[src/rtl/pong_game_ctrl.sv]
// Pong game sequencer: ball motion, paddle hit/miss, scoring and the 2-bit game state.
// Optional build macro SPEEDUP_EN: every fourth paddle hit speeds the ball up horizontally.
module pong_game_ctrl #(
  parameter int PAD1_X      = 20,
  parameter int PAD2_X      = 620,
  parameter int PAD_HALF    = 50,
  parameter int Y_MAX       = 479,
  parameter int CENTER_X    = 320,
  parameter int CENTER_Y    = 240,
  parameter int BALL_STEP_X = 4,
  parameter int BALL_STEP_Y = 2,
  parameter int WIN_SCORE   = 10
) (
  input  logic       clk,
  input  logic       reset,
  input  logic       tick,
  input  logic       start,
  input  logic [9:0] pad1_y,
  input  logic [9:0] pad2_y,
  output logic [9:0] ball_x,
  output logic [9:0] ball_y,
  output logic [3:0] p1_score,
  output logic [3:0] p2_score,
  output logic [1:0] state,
  output logic       point_p1,
  output logic       point_p2
);

  typedef enum logic [1:0] {
    QI      = 2'b00,
    QGAME_1 = 2'b01,
    QGAME_2 = 2'b10,
    QDONE   = 2'b11
  } state_t;

  localparam logic signed [11:0] PAD1_S  = 12'(PAD1_X);
  localparam logic signed [11:0] PAD2_S  = 12'(PAD2_X);
  localparam logic signed [11:0] HALF_S  = 12'(PAD_HALF);
  localparam logic signed [11:0] YMAX_S  = 12'(Y_MAX);
  localparam logic signed [11:0] STEPY_S = 12'(BALL_STEP_Y);

  function automatic logic signed [11:0] s12(input logic [9:0] v);
    return $signed({2'b00, v});
  endfunction

  // Paddle window evaluated signed so a paddle near row 0 does not wrap.
  function automatic logic in_window(input logic [9:0] by, input logic [9:0] pad);
    logic signed [11:0] y;
    logic signed [11:0] p;
    y = s12(by);
    p = s12(pad);
    return (y >= p - HALF_S) && (y <= p + HALF_S);
  endfunction

  function automatic logic [3:0] sat_inc(input logic [3:0] s);
    return (s >= 4'(WIN_SCORE)) ? s : s + 4'd1;
  endfunction

  state_t             st_q, st_d;
  logic [9:0]         bx_d, by_d;
  logic [3:0]         p1_d, p2_d;
  logic               pt1_d, pt2_d;
  logic               dy_down_q, dy_down_d;
  logic [3:0]         step_x;
  logic               move_left, reached, pad_hit, wall_hi, wall_lo;
  logic signed [11:0] nx, ny;
  logic [9:0]         vy_next;
  logic               vdy_next;

`ifdef SPEEDUP_EN
  logic [1:0] hits_q, hits_d;
  logic [3:0] step_q, step_d;
  assign step_x = step_q;
`else
  assign step_x = 4'(BALL_STEP_X);
`endif

  assign state     = st_q;
  assign move_left = (st_q == QGAME_1);
  assign nx        = move_left ? s12(ball_x) - s12({6'b0, step_x})
                               : s12(ball_x) + s12({6'b0, step_x});
  assign reached   = move_left ? (nx <= PAD1_S) : (nx >= PAD2_S);
  assign pad_hit   = in_window(ball_y, move_left ? pad1_y : pad2_y);

  assign ny        = dy_down_q ? s12(ball_y) + STEPY_S : s12(ball_y) - STEPY_S;
  assign wall_hi   = dy_down_q && (ny >= YMAX_S);
  assign wall_lo   = !dy_down_q && (ny <= 12'sd0);
  assign vy_next   = wall_hi ? 10'(Y_MAX) : (wall_lo ? 10'd0 : ny[9:0]);
  assign vdy_next  = (wall_hi || wall_lo) ? ~dy_down_q : dy_down_q;

  always_comb begin
    st_d      = st_q;
    bx_d      = ball_x;
    by_d      = ball_y;
    p1_d      = p1_score;
    p2_d      = p2_score;
    pt1_d     = 1'b0;
    pt2_d     = 1'b0;
    dy_down_d = dy_down_q;
`ifdef SPEEDUP_EN
    hits_d    = hits_q;
    step_d    = step_q;
`endif
    case (st_q)
      QI: begin
        bx_d      = 10'(CENTER_X);
        by_d      = 10'(CENTER_Y);
        dy_down_d = 1'b1;
        if (start) begin
          st_d = QGAME_1;
          p1_d = 4'd0;
          p2_d = 4'd0;
`ifdef SPEEDUP_EN
          hits_d = 2'd0;
          step_d = 4'(BALL_STEP_X);
`endif
        end
      end
      QGAME_1, QGAME_2: begin
        if (tick && start) begin
          if (!reached) begin
            bx_d      = nx[9:0];
            by_d      = vy_next;
            dy_down_d = vdy_next;
          end else if (pad_hit) begin
            bx_d      = move_left ? 10'(PAD1_X) : 10'(PAD2_X);
            st_d      = move_left ? QGAME_2 : QGAME_1;
            by_d      = vy_next;
            dy_down_d = vdy_next;
`ifdef SPEEDUP_EN
            hits_d = hits_q + 2'd1;
            if (hits_q == 2'd3 && step_q < 4'(2 * BALL_STEP_X))
              step_d = step_q + 4'd1;
`endif
          end else begin
            // Miss: centre reload overrides vertical motion, dy is kept.
            bx_d = 10'(CENTER_X);
            by_d = 10'(CENTER_Y);
`ifdef SPEEDUP_EN
            hits_d = 2'd0;
            step_d = 4'(BALL_STEP_X);
`endif
            if (move_left) begin
              p2_d  = sat_inc(p2_score);
              pt2_d = 1'b1;
              if (p2_d == 4'(WIN_SCORE)) st_d = QDONE;
            end else begin
              p1_d  = sat_inc(p1_score);
              pt1_d = 1'b1;
              if (p1_d == 4'(WIN_SCORE)) st_d = QDONE;
            end
          end
        end
      end
      default: begin
        bx_d = 10'(CENTER_X);
        by_d = 10'(CENTER_Y);
        if (!start) st_d = QI;
      end
    endcase
  end

  always_ff @(posedge clk or negedge reset) begin
    if (!reset) begin
      st_q      <= QI;
      ball_x    <= 10'(CENTER_X);
      ball_y    <= 10'(CENTER_Y);
      p1_score  <= 4'd0;
      p2_score  <= 4'd0;
      point_p1  <= 1'b0;
      point_p2  <= 1'b0;
      dy_down_q <= 1'b1;
`ifdef SPEEDUP_EN
      hits_q    <= 2'd0;
      step_q    <= 4'(BALL_STEP_X);
`endif
    end else begin
      st_q      <= st_d;
      ball_x    <= bx_d;
      ball_y    <= by_d;
      p1_score  <= p1_d;
      p2_score  <= p2_d;
      point_p1  <= pt1_d;
      point_p2  <= pt2_d;
      dy_down_q <= dy_down_d;
`ifdef SPEEDUP_EN
      hits_q    <= hits_d;
      step_q    <= step_d;
`endif
    end
  end

endmodule

[config.mk]
export PLATFORM = sky130hd
export DESIGN_NAME = pong_game_ctrl
export DESIGN_NICKNAME = d
export VERILOG_FILES = /design/src/rtl/pong_game_ctrl.sv
export SDC_FILE = /design/constraint.sdc
export NUM_CORES = 1
export LEC_CHECK = 0
export BUFFER_PORTS_ARGS = -buffer_cell sky130_fd_sc_hd__buf_2
export CAP_MARGIN = 10
export CORE_MARGIN = 2
export CORE_UTILIZATION = 45
export DETAILED_ROUTE_END_ITERATION = 10
export GPL_ROUTABILITY_DRIVEN = 0
export HOLD_SLACK_MARGIN = 0.03
export PLACE_DENSITY_LB_ADDON = 0.1
export SLEW_MARGIN = 10
export SYNTH_ARGS = -nofsm -noshare
export SYNTH_HDL_FRONTEND = slang
export SYNTH_SLANG_ARGS = --single-unit
[constraint.sdc]
create_clock -name clk -period 6.6 [get_ports clk]
set_clock_uncertainty 0.15 [all_clocks]
set_input_delay 0.66 -clock clk [delete_from_list [all_inputs] [get_ports clk]]
set_output_delay 0.66 -clock clk [all_outputs]
set_load 0.02 [all_outputs]
==> results.md <==
- Vias: 3458
- Drt pass-1 iters: 5
- CTS tree: yes
- Final period utilization: 75.1%
- Site Rows: 32
- Hpwl dp: 7020 µm
- First-pass GRT wire length: 15800 µm
- Finished Layout Cells: 585
- Endpoints failing setup: 0
- Main flop type after synthesis: dfrtp_1
- Sequential-to-total area share from yosys stat: 22.1%
- Wl on met1: 4590 µm
- Cells after Synth: 441
- WP data arrival: 5.04 ns
- Top layer in use: met4
- RR Startpoint: state[1]$_DFFE_PN0P_
- Count leader, synth: nand2_1
- PortBufs: 53
- Final nets: 537
- Setup slack, reg-to-reg: 1.64 ns
- Slew @ Worst Pin: 0.716 ns
- Hold Crit Class: in2async
- Reg clk slew, reported paths: 0.06 ns
- Yosys warnings: 0
- RR Endpoint: ball_x[3]$_DFFE_PN0P_
- Mapped Area: 0.00355 mm²
- Worst-skew pair later-pin latency: 0.29 ns
- Power per cell area: 370 mW/mm²
- Routed Antenna Nets: 0
- Drt drc: 0
- Worst VDD drop: 0.191 mV
- Min Tclk post-route: 4.96 ns
- Root buf cell: clkbuf_8
- Share of layout cells above drive strength 1: 18.4%
- Final hold vios: 0
- Wire per inst: 16.2 µm
- Synth Register Bits: 31
- Routed length on met3: 318 µm
- Largest net degree at the start of global routing: 32
- Layout area overhead: 11.0%
- Leakage Power: 0.00175 µW
- Core Box Area: 0.00769 mm²
- CTS sink cnt: 31
- Syn_area_per_cell: 8.04 µm²
- Startpoint types: register
- Max_cap viols: 0
- Post-synth EDFFs: 0
- Slew Limit Fails: 0
- Total global-route track usage: 22.5%
- Fmax achieved: 202 MHz
- Met2 wire length: 4500 µm
- Die X: 92.8 µm
- Crit. End Element: register
- Slew HR: 52.3%
- Synth top cells by count: nand2_1, ha_1, nor2_1, o21ai_0, a21oi_1
- Placed cells: 577
- Num CTS Buffers: 5
- # IOs: 56
- Post_cts resized: 0
- Status: complete, no violations
- FF-to-FF path depth: 19
- Critical path required time: 6.68 ns
- RSZ-0062 raised after global routing: false
- H-tree lvl count: 2
- Total gr overflow: 0
- Clock buffer depth: 2
- Vias/cell: 5.91
- Number of buffers inserted by hold repair at cts: 0
- Starting Density: 46.1%
- WS Path Type: reg2reg
- Main area contributors after synthesis: dfrtp_1, ha_1, dfstp_2
- Sum Neg Setup Slack: 0 ns
- Die H: 92.8 µm
- Initial antenna violation count: 0
- Largest area contributor in the netlist: dfrtp_1
- Synth unique cells: 72
- Synth async-reset ratio: 100%
- Die area: 0.00861 mm²
- Synth top area share: 16.9%
- Post-Route WL: 9470 µm
- DR iter-0 viols: 141
- Ant diodes: 0
- Crit path max fanout: 28
- Vias in the first global route: 3273
- Post-CTS Repair Setup Buffers: 0
## through the flow
stage	setup slack, ns	area, µm²	utilization, %	power, µW	hold WS, ns
2_1_floorplan	1.21	3550	-	1070	0.214
3_3_place_gp	1.94	3850	50.0	1280	0.411
3_5_place_dp	1.71	3850	50.0	1290	0.404
4_1_cts	1.69	3940	51.2	1460	0.289
5_1_grt	1.05	3940	51.2	1600	0.317
6_report	1.64	3940	51.2	1460	0.271
## how the worst max path moves through the flow
stage / startpoint / slack [ns] / to / cells past startpoint
final: state[1]$_DFFE_PN0P_ / 1.64 / ball_x[3]$_DFFE_PN0P_ / 19
after CTS: state[1]$_DFFE_PN0P_ / 1.69 / ball_x[3]$_DFFE_PN0P_ / 19
after floorplan: state[1]$_DFFE_PN0P_ / 1.21 / state[0]$_DFFE_PN0P_ / 25
after global routing: state[1]$_DFFE_PN0P_ / 1.05 / ball_x[9]$_DFFE_PN0P_ / 20
after global placement: state[1]$_DFFE_PN0P_ / 1.94 / ball_x[3]$_DFFE_PN0P_ / 19
after detailed placement: state[1]$_DFFE_PN0P_ / 1.71 / ball_x[3]$_DFFE_PN0P_ / 19
## state kept, by name, summed over array words and instances (netlist names)
register	count
ball_x	8
p1_score	4
p2_score	4
state	2
ball_y	10
point_p2	1
dy_down_q	1
point_p1	1
## logic make-up (layout without fill, tap and decap cells)
family | count (synthesis) | count (layout) | share of synthesized area (%)
AO/OA/AOI/OAI | 124 | 124 | 24.8
XOR/XNOR | 27 | 27 | 6.67
adder cells (fa/ha/maj) | 31 | 31 | 10.9
buffers and inverters | 44 | 85 | 5.43
flip-flops | 31 | 31 | 22.1
multiplexers | 11 | 11 | 3.18
other | 1 | 2 | 0.106
AND/OR/NAND/NOR | 172 | 172 | 26.8
## layout make-up
type / count / area [µm²]
repair buffers: 54 / 273
flip-flops and latches: 31 / 785
clock inverters: 1 / 5.00
fillers: 773 / 3750
well taps: 102 / 128
clock buffers: 7 / 86.3
inverters: 23 / 86.3
multi-input cells: 367 / 2570
## layer usage
metal	global-route usage, %	up-vias
met5	0	-
met4	5.15	0
met3	3.34	6
met2	38.0	66
met1	30.4	1659
li1	-	1727
## power breakdown
group	switching [µW]	internal (µW)
Sequential	124	240
Clock	74.4	84.1
Combinational	542	391
Total	740	715
## critical path, cell delays in order, from the launching register on
cell	delay [ns]
dfrtp_1	0.42
inv_1	0.09
ha_2	0.50
mux2i_1	0.32
inv_1	0.07
ha_1	0.24
a211oi_1	0.25
a21o_1	0.14
nand2_1	0.10
and3_1	0.21
o21ai_0	0.13
o21ai_0	0.10
ha_1	0.32
nand4_1	0.13
o32ai_1	0.34
a31oi_1	0.08
o41ai_1	0.12
nand2_1	0.31
nor4_1	0.65
or3_1	0.21
## placed cells by master (no fill, tap or decap), types with 17 or more instances in the layout
cell and count:
dfrtp_1 24, buf_2 53, nor3_1 18, nand2_1 37, inv_1 23, nor2_1 29
o21ai_0 29, nand3_1 17, ha_1 30, a21oi_1 25
Power figures use the tool's default switching activity.
